File: src/rtl/spi_pack_fifo_if.sv
`default_nettype none
// ============================================================================
// spi_pack_fifo_if : write side, status flags and packed-word handshake
// Rev 1.0
// ============================================================================
interface spi_pack_fifo_if #(
   parameter int DSIZE = 8,
   parameter int ASIZE = 4,
   parameter int PACK  = 15
) ();
   localparam int LW = $clog2(PACK + 1);

   logic                  wr_en;
   logic [DSIZE-1:0]      wdata;
   logic                  full;
   logic                  empty;
   logic [ASIZE:0]        count;
   logic                  overflow;
   logic                  ovf_clr;
   logic                  flush;
   logic                  out_valid;
   logic                  out_ready;
   logic [DSIZE*PACK-1:0] data_out;
   logic [LW-1:0]         out_len;

   modport slave (
      input  wr_en, wdata, ovf_clr, flush, out_ready,
      output full, empty, count, overflow, out_valid, data_out, out_len
   );

   modport master (
      output wr_en, wdata, ovf_clr, flush, out_ready,
      input  full, empty, count, overflow, out_valid, data_out, out_len
   );
endinterface
`default_nettype wire

File: src/rtl/spi_pack_fifo.sv
`default_nettype none
// ============================================================================
// spi_pack_fifo : circular receive FIFO drained into a PACK-entry wide word
// Rev 1.0
// ============================================================================
module spi_pack_fifo #(
   parameter int DSIZE     = 8,
   parameter int ASIZE     = 4,
   parameter int PACK      = 15,
   parameter bit LSB_FIRST = 1'b1
) (
   input  wire logic        clk,
   input  wire logic        rst,
   spi_pack_fifo_if.slave   bus
);
   localparam int LW    = $clog2(PACK + 1);
   localparam int DEPTH = 1 << ASIZE;

   typedef enum logic [0:0] {
      S_FILL = 1'b0,
      S_HOLD = 1'b1
   } state_t;

   logic [DSIZE-1:0]      r_mem [DEPTH];
   logic [ASIZE:0]        r_wptr;
   logic [ASIZE:0]        r_rptr;
   logic                  r_ovf;
   state_t                r_state;
   logic [DSIZE*PACK-1:0] r_data;
   logic [LW-1:0]         r_fill;
   logic [LW-1:0]         r_len;

   logic                  w_full;
   logic                  w_empty;
   logic                  w_wr;
   logic                  w_pop;
   logic [LW-1:0]         w_slot;
   logic [DSIZE-1:0]      w_rdata;
   state_t                w_state_nxt;
   logic [DSIZE*PACK-1:0] w_data_nxt;
   logic [LW-1:0]         w_fill_nxt;
   logic [LW-1:0]         w_len_nxt;

   // Extra pointer MSB distinguishes a full ring from an empty one
   assign w_empty = (r_wptr == r_rptr);
   assign w_full  = (r_wptr[ASIZE] != r_rptr[ASIZE]) &&
                    (r_wptr[ASIZE-1:0] == r_rptr[ASIZE-1:0]);
   assign w_wr    = bus.wr_en && !w_full;
   assign w_pop   = !w_empty && (r_state == S_FILL);
   assign w_rdata = r_mem[r_rptr[ASIZE-1:0]];
   assign w_slot  = LSB_FIRST ? r_fill : (LW'(PACK - 1) - r_fill);

   assign bus.full      = w_full;
   assign bus.empty     = w_empty;
   assign bus.count     = r_wptr - r_rptr;
   assign bus.overflow  = r_ovf;
   assign bus.out_valid = (r_state == S_HOLD);
   assign bus.data_out  = r_data;
   assign bus.out_len   = r_len;

   always_ff @(posedge clk) begin
      if (w_wr) begin
         r_mem[r_wptr[ASIZE-1:0]] <= bus.wdata;
      end
   end

   always_ff @(posedge clk) begin
      if (rst) begin
         r_wptr <= '0;
         r_rptr <= '0;
         r_ovf  <= 1'b0;
      end else begin
         if (w_wr) begin
            r_wptr <= r_wptr + 1'b1;
         end
         if (w_pop) begin
            r_rptr <= r_rptr + 1'b1;
         end
         if (bus.ovf_clr) begin
            r_ovf <= 1'b0;
         end else if (bus.wr_en && w_full) begin
            r_ovf <= 1'b1;
         end
      end
   end

   always_ff @(posedge clk) begin
      if (rst) begin
         r_state <= S_FILL;
         r_data  <= '0;
         r_fill  <= '0;
         r_len   <= '0;
      end else begin
         r_state <= w_state_nxt;
         r_data  <= w_data_nxt;
         r_fill  <= w_fill_nxt;
         r_len   <= w_len_nxt;
      end
   end

   always_comb begin
      w_state_nxt = r_state;
      w_data_nxt  = r_data;
      w_fill_nxt  = r_fill;
      w_len_nxt   = r_len;
      case (r_state)
         S_FILL: begin
            if (w_pop) begin
               w_data_nxt[DSIZE*w_slot +: DSIZE] = w_rdata;
               w_fill_nxt = r_fill + LW'(1);
               if (r_fill == LW'(PACK - 1)) begin
                  w_state_nxt = S_HOLD;
                  w_len_nxt   = LW'(PACK);
               end
            end else if (bus.flush && (r_fill != '0)) begin
               // Flush only takes effect once the FIFO has run dry
               w_state_nxt = S_HOLD;
               w_len_nxt   = r_fill;
            end
         end
         S_HOLD: begin
            if (bus.out_ready) begin
               w_state_nxt = S_FILL;
               w_data_nxt  = '0;
               w_fill_nxt  = '0;
               w_len_nxt   = '0;
            end
         end
         default: begin
            w_state_nxt = S_FILL;
         end
      endcase
   end
endmodule
`default_nettype wire

File: src/flat_wrapper.sv
// flat-port wrapper written by rule: the top's interface ports become plain ports
module spi_pack_fifo_flat 
#(
   parameter int DSIZE     = 8,
   parameter int ASIZE     = 4,
   parameter int PACK      = 15,
   parameter bit LSB_FIRST = 1'b1
)
  (clk, rst, bus_wr_en, bus_wdata, bus_ovf_clr, bus_flush, bus_out_ready, bus_full, bus_empty, bus_count, bus_overflow, bus_out_valid, bus_data_out, bus_out_len);
  spi_pack_fifo_if #(.DSIZE(DSIZE), .ASIZE(ASIZE), .PACK(PACK)) bus_i ();
  input  wire logic clk;
  input  wire logic rst;
  input wire logic [$bits(bus_i.wr_en)-1:0] bus_wr_en;
  input wire logic [$bits(bus_i.wdata)-1:0] bus_wdata;
  input wire logic [$bits(bus_i.ovf_clr)-1:0] bus_ovf_clr;
  input wire logic [$bits(bus_i.flush)-1:0] bus_flush;
  input wire logic [$bits(bus_i.out_ready)-1:0] bus_out_ready;
  output wire logic [$bits(bus_i.full)-1:0] bus_full;
  output wire logic [$bits(bus_i.empty)-1:0] bus_empty;
  output wire logic [$bits(bus_i.count)-1:0] bus_count;
  output wire logic [$bits(bus_i.overflow)-1:0] bus_overflow;
  output wire logic [$bits(bus_i.out_valid)-1:0] bus_out_valid;
  output wire logic [$bits(bus_i.data_out)-1:0] bus_data_out;
  output wire logic [$bits(bus_i.out_len)-1:0] bus_out_len;
  assign bus_i.wr_en = bus_wr_en;
  assign bus_i.wdata = bus_wdata;
  assign bus_i.ovf_clr = bus_ovf_clr;
  assign bus_i.flush = bus_flush;
  assign bus_i.out_ready = bus_out_ready;
  assign bus_full = bus_i.full;
  assign bus_empty = bus_i.empty;
  assign bus_count = bus_i.count;
  assign bus_overflow = bus_i.overflow;
  assign bus_out_valid = bus_i.out_valid;
  assign bus_data_out = bus_i.data_out;
  assign bus_out_len = bus_i.out_len;
  spi_pack_fifo #(.DSIZE(DSIZE), .ASIZE(ASIZE), .PACK(PACK), .LSB_FIRST(LSB_FIRST)) u_core (.clk(clk), .rst(rst), .bus(bus_i));
endmodule
File: config.mk
export PLATFORM = sky130hd
export DESIGN_NAME = spi_pack_fifo_flat
export DESIGN_NICKNAME = d
export VERILOG_FILES = /design/src/rtl/spi_pack_fifo_if.sv /design/src/rtl/spi_pack_fifo.sv /design/src/flat_wrapper.sv
export SDC_FILE = /design/constraint.sdc
export NUM_CORES = 1
export LEC_CHECK = 0
export ABC_AREA = 0
export CAP_MARGIN = 20
export CELL_PAD_IN_SITES_DETAIL_PLACEMENT = 1
export CELL_PAD_IN_SITES_GLOBAL_PLACEMENT = 2
export CORE_MARGIN = 4
export CORE_UTILIZATION = 38
export CTS_BUF_LIST = sky130_fd_sc_hd__clkbuf_16
export CTS_CLUSTER_SIZE = 12
export DETAILED_ROUTE_END_ITERATION = 10
export GPL_ROUTABILITY_DRIVEN = 0
export PLACE_DENSITY_LB_ADDON = 0.1
export SLEW_MARGIN = 20
export SYNTH_ARGS = -nofsm -noshare
export SYNTH_HDL_FRONTEND = slang
export SYNTH_SLANG_ARGS = --single-unit
File: constraint.sdc
create_clock -name clk -period 3.3 [get_ports clk]
set_clock_uncertainty 0.2 [all_clocks]
set_input_delay 0.33 -clock clk [delete_from_list [all_inputs] [get_ports clk]]
set_output_delay 0.33 -clock clk [all_outputs]
set_load 0.1 [all_outputs]
==> metrics.csv, run 1 <==
metric;value;unit
status;completed;
regArea;0.006728;mm^2
rows;60;
cts_buffers;30;
total_power;9.989;mW
area_growth_syn_to_layout;27.35;%
port_buffers;146;
antenna_found_initial;1;
drtIter0Drc;481;
clk_pin_slew;0.06;ns
ys_warn_count;0;
timing.final.setup_violations;0;
first_pass_iters;4;
clkSinkCount;272;
drv_cap;0;
cts_tree;done;
cts-resized-gates;0;
ys_seq_area_share;64.69;%
layout_setup_ws;0.3264;ns
drt-total-wl;29660;um
final_util;49.14;%
internal-power;6.384;mW
die_w;173.4;um
final_antenna_net_count;0;
clk_path_buf_depth;3;
clock_latency;0.55;ns
globalRoute.totalOverflow;0;
vias;7079;
synth_top_area_cell;edfxtp_1;
start_kind;register;
syn_inst;751;
async_flop_share;0;%
met1_usage;26.84;%
layout.cells.non_filler;1285;
leakagePower;4.744;nW
io_pins;147;
hold_path.class;in -> reg;
switching_share;36.09;%
cts-htree-levels;1;
final_layout_size_suffix_gt1_share;16.21;%
irDropWorstVdd;994.1;uV
grt_pass1_vias;7420;
drc;0;
initial_core_util;38.58;%
power_density;754.3;mW/mm^2
grt_pass1_wl;45830;um
stdcell_area;0.01324;mm^2
grt_max_degree;29;
syn-cell-area;0.01040;mm^2
switchingPower;3.605;mW
crit_fanout;13;
syn_nets;781;
dpl-instance-area;0.01234;mm^2
p_clk_share;30.3;%
crit_path_end_kind;register;
crit_arrival;3.26;ns
synth_edf_count;128;
pre_cts_ws;0.3943;ns
finalSetupTns;0;ns
criticalPathCategory;reg -> reg;
post_cts_buffers;0;
wl_per_cell;23.08;um
viasPerCell;5.509;
synth_area_per_cell;13.85;um^2
seq_power_share;37.6;%
fin_nets;951;
ys_ff_latch;272;
synth-main-ff-cell;dfxtp_1;
synth_cell_types;65;
rsz0062_at_grt;no;
root_buffer;clkbuf_16;
multiInputGateArea;0.003445;mm^2
use_met3;3.751;%
combinationalPowerShare;32.1;%
dp_hpwl;21830;um
core;0.02695;mm^2
busiest_layer;met2;
worstMarginPinSlew;1.093;ns
hold_viol;0;
n_fill_cell;2749;
dp_cells;1230;
finalCritPeriodShare;90.11;%
maxSlewHeadroom;27.16;%
cp.required;3.59;ns
antennaDiodeCount;0;
synth_area_leaders;edfxtp_1 37%, dfxtp_1 28%, a22o_1 8.1%;
maxSlewViolCount;0;
synth_top_cell_area_share;36.96;%
track_usage;19.21;%
die_area;0.03008;mm^2
die_h;173.4;um
whs;0.1276;ns
max_freq;336.3;MHz
grtUsageMet2;31.56;%
fin_crit;2.974;ns
postCtsHoldBufs;0;
==> power by group through the flow <==
stage          clock network [mW]  registers, mW  logic [mW]
6_report                     3.03           3.76        3.20
5_1_grt                      3.24           3.77        3.43
4_1_cts                      3.09           3.76        3.23
3_5_place_dp                    0           3.83        3.22
3_3_place_gp                    0           3.82        3.18
2_1_floorplan                   0           4.02        1.92
==> flip-flops by register name (all words and copies together) (netlist names), named ones only <==
name                  cells
u_core.bus.out_valid      1
u_core.bus.out_len        4
u_core.r_fill             4
u_core.bus.data_out     120
u_core.r_rptr             5
u_core.bus.overflow       1
u_core.r_wptr             5
u_core.r_mem            128
==> area by class of cell <==
| cell class | instances | area share (%) |
|---|---|---|
| clock buffer | 32 | 6.047 |
| clock inverter | 23 | 0.7653 |
| inverter | 18 | 0.5102 |
| multi-input combinational | 429 | 26.01 |
| sequential | 272 | 50.80 |
| tap | 341 | 3.222 |
| timing repair buffer | 170 | 12.64 |
==> per-layer routing <==
layer	vias up	share of wire (%)
met5	-	0
met4	0	1.2
met3	31	5.7
met2	191	47
met1	3640	46
li1	3217	-
==> worst max-delay path, stage by stage, from the launching register on <==
cell     delay [ns]
dfxtp_1        0.56
ha_1           0.38
and4_1         0.32
a21oi_1        0.52
nand2_1        0.21
nor2_1         0.50
a22o_1         0.22
==> final timing paths <==
kind                                        startpoint                      end  slack [ns]  cells past startpoint
worst max-delay path                  u_core.r_wptr[2]  u_core.bus.data_out[24]        0.33                      6
worst min-delay path                       bus_ovf_clr      u_core.bus.overflow        0.13                      2
worst max register to register        u_core.r_wptr[2]  u_core.bus.data_out[24]        0.33                      6
worst min register to register  u_core.bus.data_out[3]   u_core.bus.data_out[3]        0.26                      2
==> logic make-up (layout without fill, tap and decap cells) <==
group | count (synthesis) | after routing | synth area share [%]
buffers and inverters | 50 | 243 | 2.262
XOR/XNOR | 16 | 16 | 1.420
AND/OR/NAND/NOR | 168 | 168 | 8.290
multiplexers | 42 | 42 | 6.858
flip-flops | 272 | 272 | 64.69
adder cells (fa/ha/maj) | 16 | 16 | 1.997
AO/OA/AOI/OAI | 187 | 187 | 14.49
==> synthesized netlist by cell type (3+ instances only) <==
master    number
nand4_1        5
buf_2         14
nor2_2         3
dfxtp_1      144
o22ai_1       10
nand3_2        3
a21oi_1       15
inv_1         18
and3_1         8
o21ai_1       10
nand2b_1       5
buf_6          3
nor2b_1        8
edfxtp_1     128
a22o_1        96
clkbuf_1      12
xnor2_1        9
and2_1        10
o21ai_0       18
nor3_1         7
xor2_1         6
a31oi_2        3
nand3_1        7
nand2_1       56
and4_1         5
nor2_1        35
ha_1          15
a31oi_4        3
nand3b_1       3
a211oi_1       4
mux4_2        22
a22oi_1        3
mux2i_1        6
a221o_1        3
mux2_2        14
==> cell usage in the layout, fill, tap and decap left out, drive strengths merged, types with 29 or more instances in the layout <==
cell,n
clkbuf,32
a22o,96
inv,29
o21ai,30
nor2,38
nand2,56
edfxtp,128
clkdlybuf4s50,119
dfxtp,144
buf,51
(Power assumes the default switching activity.)
==> inputs of run 2 (changes only) <==
- CELL_PAD_IN_SITES_DETAIL_PLACEMENT: 1 -> 0
- CELL_PAD_IN_SITES_GLOBAL_PLACEMENT: 2 -> 1
- CORE_UTILIZATION: 38 -> 45
- CTS_CLUSTER_SIZE: 12 -> not set
- RECOVER_POWER: not set -> 25
==> run 2 against run 1 <==
  * Clock power is essentially flat
  * Combinational power shrank 5%
  * Wire length down 7.2%
  * Sequential share of layout area increased by 0.57 points
  * Count of clock-buffer cells in the layout decreased by 1
  * Sequential cell count stayed put
  * Worst setup slack gained 0.034 ns
  * First-iteration DRC count decreased by 9.1%
  * Total power decreased by 2.1%
  * Critical path depth increased by 1
==> metrics.csv, run 2 (same netlist as run 1, synthesis figures left out) <==
metric;value;unit;change
start_kind;register;;unchanged
antenna_found_initial;0;;was 1
min_to;u_core.bus.overflow;;unchanged
die_w;160.0;um;was 173.4 um
final_antenna_net_count;0;;unchanged
grt_max_degree;43;;was 29
dp_hpwl;19800;um;was 21830 um
grt_pass1_wl;42500;um;was 45830 um
final_layout_size_suffix_gt1_share;14.59;%;was 16.21%
total_power;9.781;mW;was 9.989 mW
crit_fanout;10;;was 13
holdCritStartpoint;bus_ovf_clr;;unchanged
area_growth_syn_to_layout;25.93;%;was 27.35%
r2r_end;u_core.bus.data_out[37];;was u_core.bus.data_out[24]
clk_pin_slew;0.06;ns;about the same
maxSlewHeadroom;17.00;%;was 27.16%
track_usage;20.91;%;was 19.21%
fin_crit;2.940;ns;was 2.974 ns
rows;55;;was 60
rsz0062_at_grt;no;;unchanged
port_buffers;146;;unchanged
viasPerCell;5.688;;was 5.509
io_pins;147;;unchanged
globalRoute.totalOverflow;0;;unchanged
crit_path_end_kind;register;;unchanged
drv_cap;0;;unchanged
fin_nets;948;;was 951
root_buffer;clkbuf_16;;unchanged
initial_core_util;45.79;%;was 38.58%
clock_latency;0.53;ns;was 0.55 ns
min_path_cells;2;;unchanged
n_fill_cell;1820;;was 2749
antennaDiodeCount;0;;unchanged
cp.required;3.55;ns;was 3.59 ns
pre_cts_ws;0.4206;ns;was 0.3943 ns
clkSinkCount;272;;unchanged
cts-resized-gates;0;;unchanged
wl_per_cell;22.49;um;was 23.08 um
drt-total-wl;27530;um;was 29660 um
worstMarginPinSlew;1.250;ns;was 1.093 ns
maxSlewViolCount;0;;unchanged
hold_path.class;in -> reg;;unchanged
dp_cells;1173;;was 1230
postCtsHoldBufs;0;;unchanged
dpl-instance-area;0.01223;mm^2;was 0.01234 mm^2
drtIter0Drc;437;;was 481
largest_register_ff_count;128;;unchanged
rrSetupSlack;0.36;ns;was 0.33 ns
drc;0;;unchanged
cts_buffers;28;;was 30
vias;6962;;was 7079
hold_viol;0;;unchanged
worstReg2RegStart;u_core.r_fill[0];;was u_core.r_wptr[2]
layout.cells.non_filler;1224;;was 1285
multiInputGateArea;0.003445;mm^2;unchanged
irDropWorstVdd;1207;uV;was 994.1 uV
status;completed;;unchanged
final_common_cell;dfxtp_1;;unchanged
die_h;160.0;um;was 173.4 um
post_cts_buffers;0;;unchanged
finalSetupTns;0;ns;unchanged
final_util;57.66;%;was 49.14%
grt_pass1_vias;6993;;was 7420
cts-htree-levels;1;;unchanged
stdcell_area;0.01310;mm^2;was 0.01324 mm^2
crit_arrival;3.19;ns;was 3.26 ns
regArea;0.006728;mm^2;unchanged
clk_path_buf_depth;3;;unchanged
final_cell_mix;143 x dfxtp_1, 128 x edfxtp_1, 121 x clkdlybuf4s50_1;;was 143 x dfxtp_1, 128 x edfxtp_1, 119 x clkdlybuf4s50_1
core;0.02271;mm^2;was 0.02695 mm^2
first_pass_iters;5;;was 4
whs;0.1395;ns;was 0.1276 ns
r2r_cells;7;;was 6
max_freq;340.2;MHz;was 336.3 MHz
die_area;0.02560;mm^2;was 0.03008 mm^2
finalCritPeriodShare;89.09;%;was 90.11%
power_density;747.0;mW/mm^2;was 754.3 mW/mm^2
criticalPathCategory;reg -> reg;;unchanged
leakagePower;4.663;nW;was 4.744 nW
cts_tree;done;;unchanged
timing.final.setup_violations;0;;unchanged
layout_setup_ws;0.3601;ns;was 0.3264 ns
run 2: cell count changes in the layout (fill, tap and decap cells not counted), moves of 2 or more:
cell	before	now
clkdlybuf4s50_1	119	121
clkinvlp_2	0	2
dlygate4sd3_1	0	8
inv_1	28	25
buf_4	43	32
buf_12	8	3
clkbuf_1	0	5
clkinv_2	5	3
run 2: per-layer routing:
layer / wire [um] / vias up / global-route usage, % / share of wire, %
met4: 490 / 0 / 5.084 / 1.8
met5: 0 / - / 0 / 0
met1: 12070 / 3456 / 28.69 / 44
met3: 1878 / 41 / 4.026 / 6.8
met2: 13090 / 244 / 34.61 / 48
li1: - / 3221 / - / -
run 2: layout make-up:
cell class / instances / share of cell area [%]
Inverter: 18 / 0.5160
Clock inverter: 20 / 0.8599
Clock buffer: 31 / 5.924
Timing Repair Buffer: 169 / 12.30
Sequential cell: 272 / 51.38
Tap cell: 285 / 2.723
Multi-Input combinational cell: 429 / 26.30
run 2: report_power, final:
| group | total [mW] | internal (mW) | switching (mW) | leakage [nW] |
|---|---|---|---|---|
| combinational | 3.05 | 0.907 | 2.14 | 1.88 |
| sequential | 3.73 | 3.63 | 0.108 | 2.32 |
| clock | 3.00 | 1.75 | 1.25 | 0.465 |
| total | 9.78 | 6.28 | 3.50 | 4.66 |
run 2: worst max path at each step:
stage                     start                       end
6_report       u_core.r_fill[0]   u_core.bus.data_out[37]
5_1_grt        u_core.r_fill[0]  u_core.bus.data_out[118]
4_1_cts        u_core.r_wptr[0]              bus_count[4]
3_5_place_dp   u_core.r_wptr[0]  u_core.bus.data_out[116]
3_3_place_gp   u_core.r_wptr[0]  u_core.bus.data_out[118]
2_1_floorplan  u_core.r_wptr[0]              bus_count[2]
run 2: worst max-delay path, cell delays in order, from the launching register on:
cell	delay [ns]
dfxtp_1	0.53
inv_1	0.23
ha_1	0.35
or2_1	0.25
o21ai_2	0.20
nand2_1	0.15
or4_1	0.72
o21ai_1	0.21
